--- src/rtl/rv_instr_encoder.sv ---
`default_nettype none
// ============================================================================
// Module  : rv_instr_encoder
// Brief   : Encodes symbolic RV32I requests (lw/sw/R/I/jal/beq/bne) and
//           streams the words into instruction memory via a small FIFO.
//           Optional build macro RV_ENC_STATS_EN adds write/reject counters.
// Revision: 1.0 - initial release
// ============================================================================
module rv_instr_encoder #(
  parameter int unsigned       ADDR_W    = 32,
  parameter int unsigned       DEPTH     = 2,
  parameter logic [ADDR_W-1:0] BASE_ADDR = '0
) (
  input  logic              clk,
  input  logic              reset,
  input  logic              in_valid,
  output logic              in_ready,
  input  logic [2:0]        in_kind,
  input  logic [2:0]        in_alu,
  input  logic [4:0]        in_rd,
  input  logic [4:0]        in_rs1,
  input  logic [4:0]        in_rs2,
  input  logic [20:0]       in_imm,
  input  logic              addr_load,
  input  logic [ADDR_W-1:0] addr_value,
  output logic              mem_we,
  input  logic              mem_ready,
  output logic [ADDR_W-1:0] mem_addr,
  output logic [31:0]       mem_wdata,
  output logic              err,
  output logic [1:0]        err_code,
  input  logic              err_clr
`ifdef RV_ENC_STATS_EN
  ,
  output logic [15:0]       n_written,
  output logic [15:0]       n_rejected
`endif
);

  localparam int unsigned c_ptr_w = (DEPTH > 1) ? $clog2(DEPTH) : 1;
  localparam int unsigned c_cnt_w = c_ptr_w + 1;
  localparam logic [c_cnt_w-1:0] c_full = c_cnt_w'(DEPTH);

  localparam logic [2:0] c_kind_lw  = 3'd0;
  localparam logic [2:0] c_kind_sw  = 3'd1;
  localparam logic [2:0] c_kind_r   = 3'd2;
  localparam logic [2:0] c_kind_i   = 3'd3;
  localparam logic [2:0] c_kind_jal = 3'd4;
  localparam logic [2:0] c_kind_beq = 3'd5;
  localparam logic [2:0] c_kind_bne = 3'd6;

  localparam logic [2:0] c_alu_add = 3'd0;
  localparam logic [2:0] c_alu_sub = 3'd1;
  localparam logic [2:0] c_alu_slt = 3'd2;
  localparam logic [2:0] c_alu_or  = 3'd3;
  localparam logic [2:0] c_alu_and = 3'd4;

  localparam logic [6:0] c_op_load   = 7'b0000011;
  localparam logic [6:0] c_op_store  = 7'b0100011;
  localparam logic [6:0] c_op_r      = 7'b0110011;
  localparam logic [6:0] c_op_i      = 7'b0010011;
  localparam logic [6:0] c_op_jal    = 7'b1101111;
  localparam logic [6:0] c_op_branch = 7'b1100011;

  localparam logic [1:0] c_err_none  = 2'd0;
  localparam logic [1:0] c_err_kind  = 2'd1;
  localparam logic [1:0] c_err_range = 2'd2;
  localparam logic [1:0] c_err_align = 2'd3;

  localparam logic signed [20:0] c_i_min = -21'sd2048;
  localparam logic signed [20:0] c_i_max = 21'sd2047;
  localparam logic signed [20:0] c_b_min = -21'sd4096;
  localparam logic signed [20:0] c_b_max = 21'sd4094;
  localparam logic signed [20:0] c_j_max = 21'sd1048574;

  logic [2:0]          w_f3;
  logic [6:0]          w_f7;
  logic [31:0]         w_word;
  logic                w_bad;
  logic                w_oor;
  logic                w_mis;
  logic                w_i_oor;
  logic                w_b_oor;
  logic [1:0]          w_code;
  logic signed [20:0]  w_imm_s;
  logic                w_accept;
  logic                w_push;
  logic                w_pop;
  logic                w_reject;
  logic [c_cnt_w-1:0]  w_count_nxt;

  logic [31:0]         r_fifo [DEPTH];
  logic [c_ptr_w-1:0]  r_wr_ptr;
  logic [c_ptr_w-1:0]  r_rd_ptr;
  logic [c_cnt_w-1:0]  r_count;
  logic                r_in_ready;
  logic                r_mem_we;
  logic [ADDR_W-1:0]   r_addr;
  logic                r_err;
  logic [1:0]          r_err_code;

  assign w_imm_s = $signed(in_imm);
  assign w_i_oor = (w_imm_s < c_i_min) || (w_imm_s > c_i_max);
  assign w_b_oor = (w_imm_s < c_b_min) || (w_imm_s > c_b_max);

  always_comb begin
    w_f3 = 3'b000;
    w_f7 = 7'b0000000;
    case (in_alu)
      c_alu_add: w_f3 = 3'b000;
      c_alu_sub: begin
        w_f3 = 3'b000;
        w_f7 = 7'b0100000;
      end
      c_alu_slt: w_f3 = 3'b010;
      c_alu_or:  w_f3 = 3'b110;
      c_alu_and: w_f3 = 3'b111;
      default:   w_f3 = 3'b000;
    endcase
  end

  // Unused fields stay zero; the J-range lower bound is the 21-bit minimum itself.
  always_comb begin
    w_word = '0;
    w_bad  = 1'b0;
    w_oor  = 1'b0;
    w_mis  = 1'b0;
    case (in_kind)
      c_kind_lw: begin
        w_word = {in_imm[11:0], in_rs1, 3'b010, in_rd, c_op_load};
        w_oor  = w_i_oor;
      end
      c_kind_sw: begin
        w_word = {in_imm[11:5], in_rs2, in_rs1, 3'b010, in_imm[4:0], c_op_store};
        w_oor  = w_i_oor;
      end
      c_kind_r: begin
        w_word = {w_f7, in_rs2, in_rs1, w_f3, in_rd, c_op_r};
        w_bad  = (in_alu > c_alu_and);
      end
      c_kind_i: begin
        w_word = {in_imm[11:0], in_rs1, w_f3, in_rd, c_op_i};
        w_bad  = (in_alu > c_alu_and) || (in_alu == c_alu_sub);
        w_oor  = w_i_oor;
      end
      c_kind_jal: begin
        w_word = {in_imm[20], in_imm[10:1], in_imm[11], in_imm[19:12], in_rd, c_op_jal};
        w_oor  = (w_imm_s > c_j_max);
        w_mis  = in_imm[0];
      end
      c_kind_beq, c_kind_bne: begin
        w_word = {in_imm[12], in_imm[10:5], in_rs2, in_rs1,
                  (in_kind == c_kind_bne) ? 3'b001 : 3'b000,
                  in_imm[4:1], in_imm[11], c_op_branch};
        w_oor  = w_b_oor;
        w_mis  = in_imm[0];
      end
      default: w_bad = 1'b1;
    endcase
  end

  always_comb begin
    w_code = c_err_none;
    if (w_bad)      w_code = c_err_kind;
    else if (w_oor) w_code = c_err_range;
    else if (w_mis) w_code = c_err_align;
  end

  assign w_accept = in_valid && r_in_ready;
  assign w_push   = w_accept && (w_code == c_err_none);
  assign w_reject = w_accept && (w_code != c_err_none);
  assign w_pop    = r_mem_we && mem_ready;

  always_comb begin
    w_count_nxt = r_count;
    case ({w_push, w_pop})
      2'b10:   w_count_nxt = r_count + c_cnt_w'(1);
      2'b01:   w_count_nxt = r_count - c_cnt_w'(1);
      default: w_count_nxt = r_count;
    endcase
  end

  always_ff @(posedge clk) begin
    if (w_push) r_fifo[r_wr_ptr] <= w_word;
  end

  // Ready and write-valid are flops of the next occupancy, so mem_ready never reaches in_ready.
  always_ff @(posedge clk or negedge reset) begin
    if (!reset) begin
      r_wr_ptr   <= '0;
      r_rd_ptr   <= '0;
      r_count    <= '0;
      r_in_ready <= 1'b1;
      r_mem_we   <= 1'b0;
    end else begin
      if (w_push) r_wr_ptr <= r_wr_ptr + c_ptr_w'(1);
      if (w_pop)  r_rd_ptr <= r_rd_ptr + c_ptr_w'(1);
      r_count    <= w_count_nxt;
      r_in_ready <= (w_count_nxt != c_full);
      r_mem_we   <= (w_count_nxt != '0);
    end
  end

  always_ff @(posedge clk or negedge reset) begin
    if (!reset) begin
      r_addr <= BASE_ADDR;
    end else if (addr_load) begin
      r_addr <= addr_value;
    end else if (w_pop) begin
      r_addr <= r_addr + ADDR_W'(4);
    end
  end

  always_ff @(posedge clk or negedge reset) begin
    if (!reset) begin
      r_err      <= 1'b0;
      r_err_code <= c_err_none;
    end else if (err_clr) begin
      r_err      <= 1'b0;
      r_err_code <= c_err_none;
    end else if (w_reject && !r_err) begin
      r_err      <= 1'b1;
      r_err_code <= w_code;
    end
  end

`ifdef RV_ENC_STATS_EN
  logic [15:0] r_n_written;
  logic [15:0] r_n_rejected;

  always_ff @(posedge clk or negedge reset) begin
    if (!reset) begin
      r_n_written  <= '0;
      r_n_rejected <= '0;
    end else begin
      if (w_pop && (r_n_written != 16'hFFFF))     r_n_written  <= r_n_written + 16'd1;
      if (w_reject && (r_n_rejected != 16'hFFFF)) r_n_rejected <= r_n_rejected + 16'd1;
    end
  end

  assign n_written  = r_n_written;
  assign n_rejected = r_n_rejected;
`endif

  assign in_ready  = r_in_ready;
  assign mem_we    = r_mem_we;
  assign mem_addr  = r_addr;
  assign mem_wdata = r_mem_we ? r_fifo[r_rd_ptr] : 32'h0;
  assign err       = r_err;
  assign err_code  = r_err_code;

endmodule
`default_nettype wire

--- config.mk ---
export PLATFORM = sky130hd
export DESIGN_NAME = rv_instr_encoder
export DESIGN_NICKNAME = d
export VERILOG_FILES = /design/src/rtl/rv_instr_encoder.sv
export SDC_FILE = /design/constraint.sdc
export NUM_CORES = 1
export LEC_CHECK = 0
export BUFFER_PORTS_ARGS = -buffer_cell sky130_fd_sc_hd__buf_2
export CAP_MARGIN = 20
export CELL_PAD_IN_SITES_DETAIL_PLACEMENT = 0
export CELL_PAD_IN_SITES_GLOBAL_PLACEMENT = 1
export CORE_AREA = 2 2 119 121
export CTS_BUF_LIST = sky130_fd_sc_hd__clkbuf_8 sky130_fd_sc_hd__clkbuf_16
export CTS_CLUSTER_SIZE = 12
export DETAILED_ROUTE_END_ITERATION = 6
export DIE_AREA = 0 0 121 123
export PLACE_DENSITY_LB_ADDON = 0.1
export SLEW_MARGIN = 10
export SYNTH_ARGS = -nofsm -noshare
export SYNTH_HDL_FRONTEND = slang
export SYNTH_SLANG_ARGS = --single-unit
--- constraint.sdc ---
create_clock -name clk -period 4.1 [get_ports clk]
set_input_delay 0.82 -clock clk [delete_from_list [all_inputs] [get_ports clk]]
set_output_delay 0.82 -clock clk [all_outputs]
set_load 0.02 [all_outputs]
# [After elaboration in Yosys (flattened, before gate mapping)]
# Memory sizes are Yosys's and may differ from the RTL's.
# Index checks and enable logic that the tools add are counted.
[op_classes] add_sub_neg=5 n_mul=0 div=0 order_cmp=6 eq_ne=13 shift=0 mux=20 bitwise_logic=0 reduce_logical=19
[ops] op="one-hot mux 32 bit (6 select lines)" n=1
[ops] op="2-to-1 mux 32 bit" n=3
[ops] op="adder 32 x 3 -> 32 bit (second input constant)" n=1
[ops] op="greater-than comparator 21 x 12 -> 1 bit (second input constant)" n=1
[ops] op="greater-than comparator 21 x 13 -> 1 bit (second input constant)" n=1
[ops] op="greater-than comparator 21 bit (second input constant)" n=1
[ops] op="less-than comparator 21 x 12 -> 1 bit (second input constant)" n=1
[ops] op="less-than comparator 21 x 13 -> 1 bit (second input constant)" n=1
[ops] op="== test 3 x 2 -> 1 bit (second input constant)" n=4
[ops] op="== test 3 bit (second input constant)" n=4
[ops] op="2-to-1 mux 2 bit" n=5
[ops] op="one-hot mux 3 bit (3 select lines)" n=1
[ops] op="nonzero test 2 bit" n=4
[ops] op="== test 3 x 1 -> 1 bit (second input constant)" n=2
[ops] op="2-to-1 mux 1 bit" n=6
[ops] op="2-to-1 mux 6 bit" n=1
[ops] op="one-hot mux 1 bit (3 select lines)" n=2
[ops] op="OR reduction 3 bit" n=2
[ops] op="logical AND 1 bit" n=5
[ops] op="OR reduction 5 bit" n=1
[ops] op="one-hot mux 2 bit (2 select lines)" n=1
[ops] op="greater-than comparator 3 bit (second input constant)" n=1
[ops] op="logical NOT 3 bit" n=1
[ops] op="logical OR 1 bit" n=3
[ops] op="other kinds (9)" n=10
[word_totals] regBits=41 latch_bits=0 mem_bits_rw=64 rom_bits=0 inputBits=80 output_inout_bits=69 word_cells=72 mem_count=1
[memory_table] memory="r_fifo" depth=2 width=32 rd=1 rd_clocked_by_memory_dff=0 write_ports=1 line_no="92" rtl="logic [31:0] r_fifo [DEPTH];"

# [Longest topological paths before layout]
# Gate-level depths: netlist of run 1.
[depth] ltp_word=11 ltp_mapped=11 mapped_depth_nobuf=10

# [Worst setup path after synthesis of run 1]
# Ideal clock, no wire load.
[synth_timing] kind="in2reg" startpoint="in in_kind[2]" endpoint="mem r_fifo[0][10], enable pin" setup_time_ns=0.454 arrival_ns=3.723 required_time_ns=3.646 path_slack_ns=-0.077 cell_stages=6 path_buffers=1 path_cell_list="or3b_1 buf_2 and4bb_1 a32oi_1 nand3_1 nor3_1"
[synth_via] elab_chain_len=10 word_cells_on_any_way=21 classes_between="eq/ne (6); mux (8); reduce/logical (7)"
[synth_lines] item="start, declared" line_no="18" rtl="input logic [2:0] in_kind,"
[synth_lines] item="== test 3 bit" line_no="128" rtl="case (in_kind)"
[synth_lines] item="OR reduction 3 bit (no source line)"
[synth_lines] item="2-to-1 mux 1 bit" line_no="128"
[synth_lines] item="2-to-1 mux 2 bit" line_no="166" rtl="else if (w_mis) w_code = c_err_align;"
[synth_lines] item="2-to-1 mux 2 bit" line_no="165" rtl="else if (w_oor) w_code = c_err_range;"
[synth_lines] item="2-to-1 mux 2 bit *" line_no="164" rtl="if (w_bad) w_code = c_err_kind;"
[synth_lines] item="logical NOT 2 bit *" line_no="170" rtl="assign w_push = w_accept && (w_code == c_err_none);"
[synth_lines] item="logical AND 1 bit *" line_no="170"
[synth_lines] item="2-to-1 mux 1 bit *" line_no="184" rtl="if (w_push) r_fifo[r_wr_ptr] <= w_word;"
[synth_lines] item="2-to-1 mux 1 bit (implied by the code) *" line_no="184"
[synth_lines] item="end, declared" line_no="92"
# Every way passes the cells marked *; elsewhere a longest branch is shown, timed or not.

# [Final worst setup path of run 1]
[layout_timing] startpoint="in in_kind[0]" endpoint="reg r_mem_we (netlist: mem_we)"
[layout_via] elab_chain_len=11 word_cells_on_any_way=23 classes_between="eq/ne (8); mux (7); reduce/logical (8)"
[layout_lines] item="== test 3 bit" line_no="128"
[layout_lines] item="OR reduction 3 bit (no source line)"
[layout_lines] item="2-to-1 mux 1 bit" line_no="128"
[layout_lines] item="2-to-1 mux 2 bit" line_no="166"
[layout_lines] item="2-to-1 mux 2 bit" line_no="165"
[layout_lines] item="2-to-1 mux 2 bit *" line_no="164"
[layout_lines] item="logical NOT 2 bit *" line_no="170"
[layout_lines] item="logical AND 1 bit *" line_no="170"
[layout_lines] item="== test 2 x 1 -> 1 bit or == test 2 bit (tied branches)" line_no="176" rtl="case ({w_push, w_pop})"
[layout_lines] item="one-hot mux 2 bit (2 select lines) *" line_no="176"
[layout_lines] item="named net w_count_nxt[1]" line_no="90" rtl="logic [c_cnt_w-1:0] w_count_nxt;"
[layout_lines] item="nonzero test 2 bit *" line_no="200" rtl="r_mem_we <= (w_count_nxt != '0);"
[layout_lines] item="end signal, assigned" line_no="200"
[layout_lines] item="end, declared" line_no="97" rtl="logic r_mem_we;"
# Mark *: on every way through the listed nets, which the timed path passes. The rest lies on a longest branch.
# A chain may end at the register's enable or synchronous reset.

==> run_results.csv, run 1 <==
group,metric,value,unit
floorplanning,ios,149,
timing,slew_headroom,32.53,%
critical_path,critPathKind,"input pin to flop",
global_routing,grt.total_usage,18.15,%
global_routing,grt_max_degree,67,
placed_design,hpwl,9516,um
route,drt-pass1-iter-count,4,
synth,yosys.area_share.adder,0.4703,%
synth,synth_nets,567,
power_and_ir_drop,powerDensity,503.4,nW/um^2
synth,synth_xor_area_share,5.102,%
critical_path,worstSetupStartpointType,"input pin",
power_and_ir_drop,switching_share,35.56,%
synth,ys.flop_type,"edfxtp_1",
placed_design,gp_congestion,0.8236,
synth,synthMuxAreaShare,8.135,%
route,drtIter0Drc,262,
min_path,hold_path_class,"input pin to asynchronous set/reset pin",
cts,cts_tree,"built",
power_and_ir_drop,p_clk_share,26.7,%
synth,syn_area,5321,sq um
layout,final_nets,706,
synth,post_synth.cell_area_avg,10.97,sq um
run_status,status,"completed",
power_and_ir_drop,p_int,2.115,mW
critical_path,cp_max_fo,23,
route,vias,4223,
synth,synth_top_area_cell,"edfxtp_1",
route,ant_nets,0,
cts,htreeDepth,3,
synth,synth_top_family_by_area,"simple AND/OR/NAND/NOR gates",
route,vias_per_cell,5.220,
timing,drv_slew,0,
timing,post-route-period-util,69.98,%
timing,worstMarginPinSlew,1012,ps
cts,insertion_delay,350,ps
route,routed_wl,13370,um
layout,drive_above_1_share,30.52,%
power_and_ir_drop,power.leakage,2.751,nW
critical_path,cp.required,4390,ps
floorplanning,rows,43,
layout,finalNonFillerCells,809,
synth,synth.distinct_cells,64,
cts,cts.clk_slew.worst_paths,70,ps
layout,design_area,6521,sq um
floorplanning,dieHeight,123,um
synth,synthArstFlopShare,40.59,%
critical_path,critical_path.endpoint_type,"flop",
timing,clock_skew,7.192,ps
synth,yosys.area_share.simple,19.61,%
layout,area_growth,22.55,%
layout,diodes,0,
cts,post_cts_resized,0,
synth,synth.most_common_cell,"edfxtp_1",
global_routing,grt-ovfl-total,0,
run,drv_cap,0,
power_and_ir_drop,vdd_ir_drop_max,0.3120,mV
global_routing,antenna_found_initial,0,
route,wl_per_cell,16.53,um
timing,rsz0062_at_grt,"false",
timing,period_needed,2869,ps
placed_design,numPortBuffers,148,
floorplanning,core_area,13610,sq um
timing,setup_viol,0,
synth,ys_top_cells_by_area,"edfxtp_1, dfrtp_1, mux2i_1",
floorplanning,dieArea,14880,sq um
cts,postCtsHoldBufs,0,
critical_path,critPathArrivalTime,3160,ps
power_and_ir_drop,p_sw,1.167,mW
power_and_ir_drop,finalPower,3.283,mW
global_routing,grt_pass1_vias,3991,
timing,fmax,0.3485,GHz
timing,worst_slack,1231,ps
synth,ys_top_cells_by_count,"edfxtp_1, nand2_1, mux2i_1",
floorplanning,die_width,121,um
cts,post_cts_buffers,0,
global_routing,grt_pass1_wl,20820,um
placed_design,dp_slack,865.7,ps
route,post-route-drc-count,0,
floorplanning,start_util,39.09,%
placed_design,placed_area,6198,sq um
synth,synth-compound-area-share,9.875,%
placed_design,placedCellCount,792,
cts,root_buffer,"clkbuf_16",
synth,synth_top_area_share,33.86,%
synth,synth_edf_count,60,
cts,clock-sinks,101,
power_and_ir_drop,comb_power_share,31.5,%
cts,clock_path_buffers,2,
timing,hold_viol,0,
power_and_ir_drop,pwr-share-seq,41.8,%
cts,cts_buffers,9,
synth,synthCells,485,
synth,synth_seq_cells,101,
synth,ys.warnings.count,0,
synth,ys_seq_area_share,53.16,%
==> metal layers <==
layer,vias to the layer above,GRT usage [%],wire length (um)
li1,2045,-,-
met1,2028,24.72,6209
met3,16,4.797,783
met2,134,28.51,6215
met5,-,0,0
met4,0,5.451,162
==> worst max-delay path: stages <==
cell and delay [ps]:
buf_2 420, or3b_1 320, and4bb_1 260, a32oi_1 190, and4b_1 260, inv_1 50
ha_1 310, nor2_1 150, xor2_1 230, nand2b_1 130
==> cell type report <==
cell class	count	area, sq um
Timing Repair Buffer	155	805.8
Clock buffer	9	225.2
Sequential cell	101	2830
Tap cell	180	225.2
Inverter	13	48.80
Clock inverter	7	77.57
Multi-Input combinational cell	344	2308
Fill cell	1315	7091
==> final timing paths <==
path,startpoint,depth (start not counted),slack [ps],to
min in group clk,r_count[1]$_DFF_PN0_,1,480,r_count[1]$_DFF_PN0_
setup reg to reg,in_ready$_DFF_PN1_,7,1990,mem_we$_DFF_PN0_
max in group asynchronous,reset,2,3120,in_ready$_DFF_PN1_
setup / recovery,in_kind[0],10,1230,mem_we$_DFF_PN0_
hold reg to reg,r_count[1]$_DFF_PN0_,1,480,r_count[1]$_DFF_PN0_
hold / removal,reset,1,410,mem_addr[14]$_DFFE_PN0N_
==> cells in the final DEF, fill, tap and decap left out, types with 2 or more instances in the layout <==
cell type and count:
edfxtp_1 60, nor3_1 6, nor4b_2 2, inv_6 4
a21oi_1 22, xnor2_1 12, nand4_4 2, nand2_1 56
and4_1 4, dfrtp_1 39, nor2b_1 33, a211o_1 3
and2_1 6, clkbuf_16 9, mux2_2 2, buf_4 6
nor2_1 14, inv_1 12, nor4_1 6, o21ai_1 2
o31a_1 2, nand3_1 17, and3_1 4, mux2i_1 41
and3_2 4, xor2_1 19, a21boi_0 2, o2111ai_1 2
a221oi_1 8, buf_2 148, nand4_1 9, nand2b_1 4
o21ai_0 32, nor3_2 3, ha_1 2
==> through the flow <==
stage | util, % | TNS [ps] | hold WS (ps)
final | 47.91 | 0 | 410.7
after global routing | 47.91 | 0 | 429.7
after detailed placement | 45.54 | 0 | 462.8
after floorplan | - | -4623 | 445.2
after CTS | 47.76 | 0 | 475.1
after global placement | 45.54 | 0 | 461.3
==> power by group through the flow <==
stage | registers [mW] | logic [mW] | clock network (mW)
after global placement | 1.40 | 1.03 | 0
after floorplan | 1.35 | 0.723 | 0
after detailed placement | 1.40 | 1.04 | 0
after CTS | 1.38 | 1.04 | 0.908
final | 1.37 | 1.03 | 0.876
after global routing | 1.40 | 1.13 | 0.942
==> cells by family (layout without fill, tap and decap cells) <==
logic type                 Yosys count  in the layout
and+or+nand+nor                    183            183
DFF                                101            101
AOI/OAI and AO/OA                   85             85
muxes                               43             43
buffers and inverters               40            184
xor gates and xnor gates            31             31
adders and majority gates            2              2
==> sequential cells by signal (all words and copies together), names as in the netlist <==
signal	count
r_fifo	60
mem_addr	32
err_code	2
r_count	2
err	1
in_ready	1
mem_we	1
r_rd_ptr	1
r_wr_ptr	1
Power figures use the tool's default switching activity.
==> run 2, diff against run 1 <==
==> constraint.sdc (replaced) <==
create_clock -name clk -period 2.9 [get_ports clk]
set_input_delay 0.58 -clock clk [delete_from_list [all_inputs] [get_ports clk]]
set_output_delay 0.58 -clock clk [all_outputs]
set_load 0.02 [all_outputs]
==> run 2 against run 1 <==
  * Critical path type is now flop to output pin
  * Clock power grew 48%
  * Global-route usage shrank 0.15 points
  * Sequential share of layout area shrank 0.58 points
  * Core utilization grew 0.64 points
  * Wire length shrank 1.0%
  * Largest power group unchanged
  * Worst hold slack lost 46 ps
  * Sequential power grew 41%
  * Critical endpoint is now mem_wdata[28]
  * Setup slack lost 990 ps
  * Register-to-register slack lost 1100 ps
==> run_results.csv, run 2 (synthesized netlist as in run 1, its figures left out) <==
group,metric,value,unit
timing,drv_slew,0,
layout,fill_cells,1304,
layout,utilization,48.55,%
critical_path,cp_top_family,"flip-flops",
power_and_ir_drop,finalPower,4.723,mW
route,vias,4257,
floorplanning,dieHeight,123,um
layout,diodes,0,
route,drt-pass1-iter-count,5,
layout,layout_commonest_cell,"buf_2",
power_and_ir_drop,power.leakage,2.802,nW
layout,area_growth,24.19,%
floorplanning,rows,43,
critical_path,cp_max_fo,27,
layout,final_nets,715,
layout,largest_reg_flops,60,
global_routing,grt_pass1_vias,3972,
timing,setup_viol,0,
floorplanning,die_width,121,um
timing,hold_viol,0,
cts,clock_path_buffers,2,
cts,root_buffer,"clkbuf_16",
critical_path,critical_path.endpoint_type,"output pin",
timing,post-route-period-util,91.69,%
placed_design,gp_congestion,0.8434,
cts,cts_tree,"built",
critical_path,critPathArrivalTime,2080,ps
run,drv_cap,0,
floorplanning,start_util,39.09,%
placed_design,numPortBuffers,148,
placed_design,placed_area,6286,sq um
timing,worstMarginPinSlew,953.3,ps
route,post-route-drc-count,0,
route,routed_wl,13230,um
cts,cts.clk_slew.worst_paths,70,ps
timing,slew_headroom,36.45,%
critical_path,crit_chain,"buf_4 > mux2i_1 > nor2b_1 > buf_2",
global_routing,grt_pass1_wl,20470,um
layout,seq_area,2830,sq um
timing,clock_skew,6.115,ps
layout,design_area,6609,sq um
cts,insertion_delay,350,ps
timing,rsz0062_at_grt,"false",
critical_path,max_stage_delay,940,ps
critical_path,cp.required,2320,ps
critical_path,worst_path_max_delay_cell,"dfrtp_2",
layout,drive_above_1_share,31.50,%
global_routing,grt-ovfl-total,0,
floorplanning,core_area,13610,sq um
critical_path,critPathKind,"flop to output pin",
cts,post_cts_buffers,0,
cts,postCtsHoldBufs,0,
cts,cts_buffers,9,
floorplanning,dieArea,14880,sq um
global_routing,antenna_found_initial,0,
route,drtIter0Drc,250,
critical_path,worstSetupStartpointType,"flop",
route,vias_per_cell,5.204,
cts,clock-sinks,101,
power_and_ir_drop,vdd_ir_drop_max,0.3160,mV
timing,fmax,0.3761,GHz
layout,multi_input_area,2321,sq um
min_path,hold_path_class,"input pin to asynchronous set/reset pin",
global_routing,grt_max_degree,42,
floorplanning,ios,149,
route,ant_nets,0,
layout,layout_common_cells,"buf_2, edfxtp_1, nand2_1",
route,wl_per_cell,16.17,um
layout,finalNonFillerCells,818,
power_and_ir_drop,powerDensity,714.7,nW/um^2
critical_path,worst-path-buf-inv,2,
placed_design,hpwl,9505,um
run_status,status,"completed",
cts,post_cts_resized,0,
cts,htreeDepth,3,
global_routing,grt.total_usage,18.00,%
placed_design,placedCellCount,802,
timing,period_needed,2659,ps
layout,largest_register,"r_fifo",
-- run 2: changes by cell type in the layout (fill, tap and decap cells not counted), sizes merged --
| cell | previous run | this run |
|---|---|---|
| buf | 155 | 164 |
| bufinv | 1 | 2 |
| clkinvlp | 1 | 2 |
| inv | 16 | 14 |
-- run 2: area by class of cell --
type | count | area share [%]
Clock buffer | 9 | 3.408
Timing Repair Buffer | 164 | 13.03
Inverter | 13 | 0.7384
Multi-Input combinational cell | 344 | 35.12
Tap cell | 180 | 3.408
Clock inverter | 7 | 1.477
Sequential cell | 101 | 42.82
-- run 2: final timing paths --
check                                              from                  endpoint  slack [ps]  cells past startpoint
worst max-delay path               r_rd_ptr$_DFFE_PN0P_             mem_wdata[28]         240                      4
worst min-delay path                              reset  mem_addr[31]$_DFFE_PN0N_         360                      1
worst max register to register  mem_addr[9]$_DFFE_PN0N_  mem_addr[31]$_DFFE_PN0N_         890                      5
worst min register to register     r_count[1]$_DFF_PN0_      r_count[1]$_DFF_PN0_         470                      1
max in group asynchronous                         reset      r_rd_ptr$_DFFE_PN0P_        1870                      1
min in group clk                         addr_value[11]  mem_addr[11]$_DFFE_PN0N_         430                      3
-- run 2: metal layers --
layer | up-vias | track usage (%) | wire length (um)
met5 | - | 0 | 0
met4 | 0 | 6.613 | 189
met3 | 11 | 3.183 | 768
met2 | 149 | 28.30 | 6188
met1 | 2028 | 25.01 | 6085
li1 | 2069 | - | -
-- run 2: power breakdown --
| group | total, mW | switching, mW | internal, mW | leakage, nW |
|---|---|---|---|---|
| clock network | 1.30 | 0.543 | 0.761 | 0.152 |
| registers | 1.93 | 0.217 | 1.71 | 1.04 |
| logic | 1.49 | 0.878 | 0.614 | 1.61 |
| total | 4.72 | 1.64 | 3.09 | 2.80 |
-- run 2: worst register-to-register path, stage by stage, from the launching register on --
cell	delay, ps
dfrtp_1	410
and3_2	290
nand4_4	190
nor4_2	540
a311oi_1	180
a211o_1	290
-- run 2: per-stage QoR --
stage          hold WS (ps)  setup WS, ps  setup TNS [ps]
6_report              364.8         241.0               0
5_1_grt               422.6         142.8               0
4_1_cts               414.5         205.3               0
2_1_floorplan         284.4        -145.5           -8728
3_5_place_dp          468.9         301.7               0
3_3_place_gp          465.7         329.6               0
==> run 3, diff against run 2 <==
--- a/config.mk
+++ b/config.mk
@@ -5,16 +5,18 @@
 export SDC_FILE = /design/constraint.sdc
 export NUM_CORES = 1
 export LEC_CHECK = 0
+export ABC_AREA = 1
 export BUFFER_PORTS_ARGS = -buffer_cell sky130_fd_sc_hd__buf_2
 export CAP_MARGIN = 20
 export CELL_PAD_IN_SITES_DETAIL_PLACEMENT = 0
 export CELL_PAD_IN_SITES_GLOBAL_PLACEMENT = 1
-export CORE_AREA = 2 2 119 121
+export CORE_AREA = 2 2 123 125
 export CTS_BUF_LIST = sky130_fd_sc_hd__clkbuf_8 sky130_fd_sc_hd__clkbuf_16
 export CTS_CLUSTER_SIZE = 12
 export DETAILED_ROUTE_END_ITERATION = 6
-export DIE_AREA = 0 0 121 123
+export DIE_AREA = 0 0 125 127
 export PLACE_DENSITY_LB_ADDON = 0.1
+export RECOVER_POWER = 50
 export SLEW_MARGIN = 10
 export SYNTH_ARGS = -nofsm -noshare
 export SYNTH_HDL_FRONTEND = slang
==> run 3 against run 2 <==
  * Synthesized cell count increased by 41%
  * Sequential share of layout area fell by 1.4 points
  * Maximum frequency rose by 4.7%
==> run_results.csv, run 3 <==
group,metric,value,unit
power_and_ir_drop,powerDensity,764.0,nW/um^2
critical_path,critPathKind,"input pin to flop",
timing,post-route-period-util,87.54,%
synth,synth_nets,764,
synth,synthArstFlopShare,40.59,%
floorplanning,dieArea,15880,sq um
global_routing,grt_max_degree,42,
global_routing,grt_pass1_vias,4868,
layout,finalNonFillerCells,1020,
synth,synthCells,682,
cts,insertion_delay,350,ps
cts,clock-sinks,101,
placed_design,gp_congestion,0.8408,
route,vias,5167,
timing,fmax,0.3939,GHz
cts,clock_path_buffers,2,
critical_path,reg2reg_depth,8,
power_and_ir_drop,power.leakage,3.027,nW
timing,period_needed,2539,ps
critical_path,rrSetupSlack,970,ps
layout,final_nets,913,
floorplanning,die_width,125,um
floorplanning,dieHeight,127,um
cts,post_cts_buffers,0,
synth,syn_area,5599,sq um
floorplanning,start_util,38.82,%
critical_path,critical_path.endpoint_type,"flop",
run,drv_cap,0,
synth,ys_seq_area_share,50.53,%
critical_path,cp_max_fo,9,
global_routing,grt_pass1_wl,25850,um
power_and_ir_drop,p_int,3.061,mW
layout,seq_area,2829,sq um
synth,synth_top_area_cell,"edfxtp_1",
run_status,status,"completed",
placed_design,placedCellCount,1003,
synth,ys.flop_type,"edfxtp_1",
cts,postCtsHoldBufs,0,
power_and_ir_drop,switching_share,41.36,%
synth,ys_top_cells_by_count,"nand2_1, nor2_1, inv_1",
timing,setup_viol,0,
layout,largest_reg_flops,60,
power_and_ir_drop,finalPower,5.220,mW
synth,synth_seq_cells,101,
cts,cts_tree,"built",
critical_path,worstSetupStartpointType,"input pin",
cts,htreeDepth,3,
power_and_ir_drop,comb_power_share,38.8,%
timing,slew_headroom,15.95,%
synth,synth.distinct_cells,43,
route,drt-pass1-iter-count,5,
timing,clock_skew,7.335,ps
placed_design,hpwl,12430,um
layout,utilization,47.36,%
layout,drive_above_1_share,19.62,%
power_and_ir_drop,p_clk_share,24.1,%
synth,synth_top_area_share,32.18,%
floorplanning,rows,44,
global_routing,grt-ovfl-total,0,
route,routed_wl,16540,um
route,vias_per_cell,5.066,
layout,area_growth,22.01,%
power_and_ir_drop,pwr-share-seq,37.2,%
min_path,hold_path_class,"input pin to flop",
global_routing,antenna_found_initial,0,
synth,post_synth.cell_area_avg,8.210,sq um
critical_path,critPathArrivalTime,2780,ps
synth,ys_top_cells_by_area,"edfxtp_1, dfrtp_1, nand2_1",
timing,worstMarginPinSlew,1261,ps
synth,synth_edf_count,60,
layout,fill_cells,1495,
global_routing,grt.total_usage,20.71,%
cts,root_buffer,"clkbuf_16",
layout,diodes,0,
cts,cts.clk_slew.worst_paths,70,ps
critical_path,cp.required,3140,ps
floorplanning,core_area,14420,sq um
timing,final.setup.tns,0,ps
layout,multi_input_area,2385,sq um
cts,post_cts_resized,0,
synth,ys.warnings.count,0,
min_path,hold_depth,3,
route,drtIter0Drc,396,
route,ant_nets,0,
synth,synth.most_common_cell,"nand2_1",
floorplanning,ios,149,
timing,drv_slew,0,
power_and_ir_drop,vdd_ir_drop_max,0.2945,mV
placed_design,numPortBuffers,148,
layout,layout_commonest_cell,"nand2_1",
power_and_ir_drop,p_sw,2.159,mW
route,post-route-drc-count,0,
timing,rsz0062_at_grt,"false",
route,wl_per_cell,16.21,um
layout,largest_register,"r_fifo",
timing,hold_viol,0,
layout,layout_common_cells,"nand2_1, nor2_1, buf_2",
cts,cts_buffers,9,
==> run 3: stage by stage <==
| step | setup WS (ps) | hold slack [ps] | cell area [sq um] |
|---|---|---|---|
| CTS | 514.7 | 409.9 | 6893 |
| detailed placement | 172.2 | 463.4 | 6588 |
| global placement | 272.8 | 460.3 | 6588 |
| floorplan | 346.0 | 284.4 | 5602 |
| finish | 361.4 | 420.5 | 6832 |
| global route | 214.4 | 439.6 | 6832 |
==> run 3: path summary, 6_finish.rpt <==
path | startpoint | endpoint
max | in_kind[1] | mem_we$_DFF_PN0_
min | addr_value[1] | mem_addr[1]$_DFFE_PN0P_
max reg2reg | in_ready$_DFF_PN1_ | mem_we$_DFF_PN0_
min reg2reg | mem_addr[1]$_DFFE_PN0P_ | mem_addr[1]$_DFFE_PN0P_
max in group asynchronous | reset | err_code[0]$_DFFE_PN0P_
min in group asynchronous | reset | mem_addr[27]$_DFFE_PN0N_
==> run 3: power groups by stage <==
stage	clock (mW)	sequential (mW)	combinational, mW
after floorplan	0	2.06	1.20
after global placement	0	1.96	2.06
after detailed placement	0	1.97	2.07
after CTS	1.28	1.94	2.08
after global routing	1.34	1.97	2.24
final	1.26	1.94	2.02
==> run 3: cell families after synthesis <==
logic type,count (synthesis),synth area share [%]
compound gates,91,9.565
xor+xnor,19,2.972
fa+ha+maj,2,0.4469
buf+inv,96,6.704
flops,101,50.53
simple gates,373,29.79
==> run 3: area by class of cell <==
| type | instances | area share, % |
|---|---|---|
| sequential | 101 | 41.41 |
| multi-input combinational | 485 | 34.91 |
| timing repair buffer | 158 | 11.67 |
| inverter | 76 | 4.176 |
| tap | 184 | 3.370 |
| clock buffer | 9 | 3.297 |
| clock inverter | 7 | 1.172 |
==> run 3: metal layers <==
metal | track usage [%] | vias up | wire length (um)
met5 | 0 | - | 0
met4 | 6.013 | 0 | 237
met3 | 3.685 | 20 | 1029
met2 | 32.48 | 188 | 7472
met1 | 29.63 | 2405 | 7799
li1 | - | 2554 | -
==> run 3: critical path, cell delays in order <==
cell,delay (ps)
clkbuf_1,160
nand2_1,180
inv_1,110
nand2_4,110
nand3_1,140
nor2_1,180
inv_1,90
nor2_4,140
nand2_4,70
ha_1,320
a21oi_1,110
o21ai_0,120
xnor2_1,170
or2_2,280
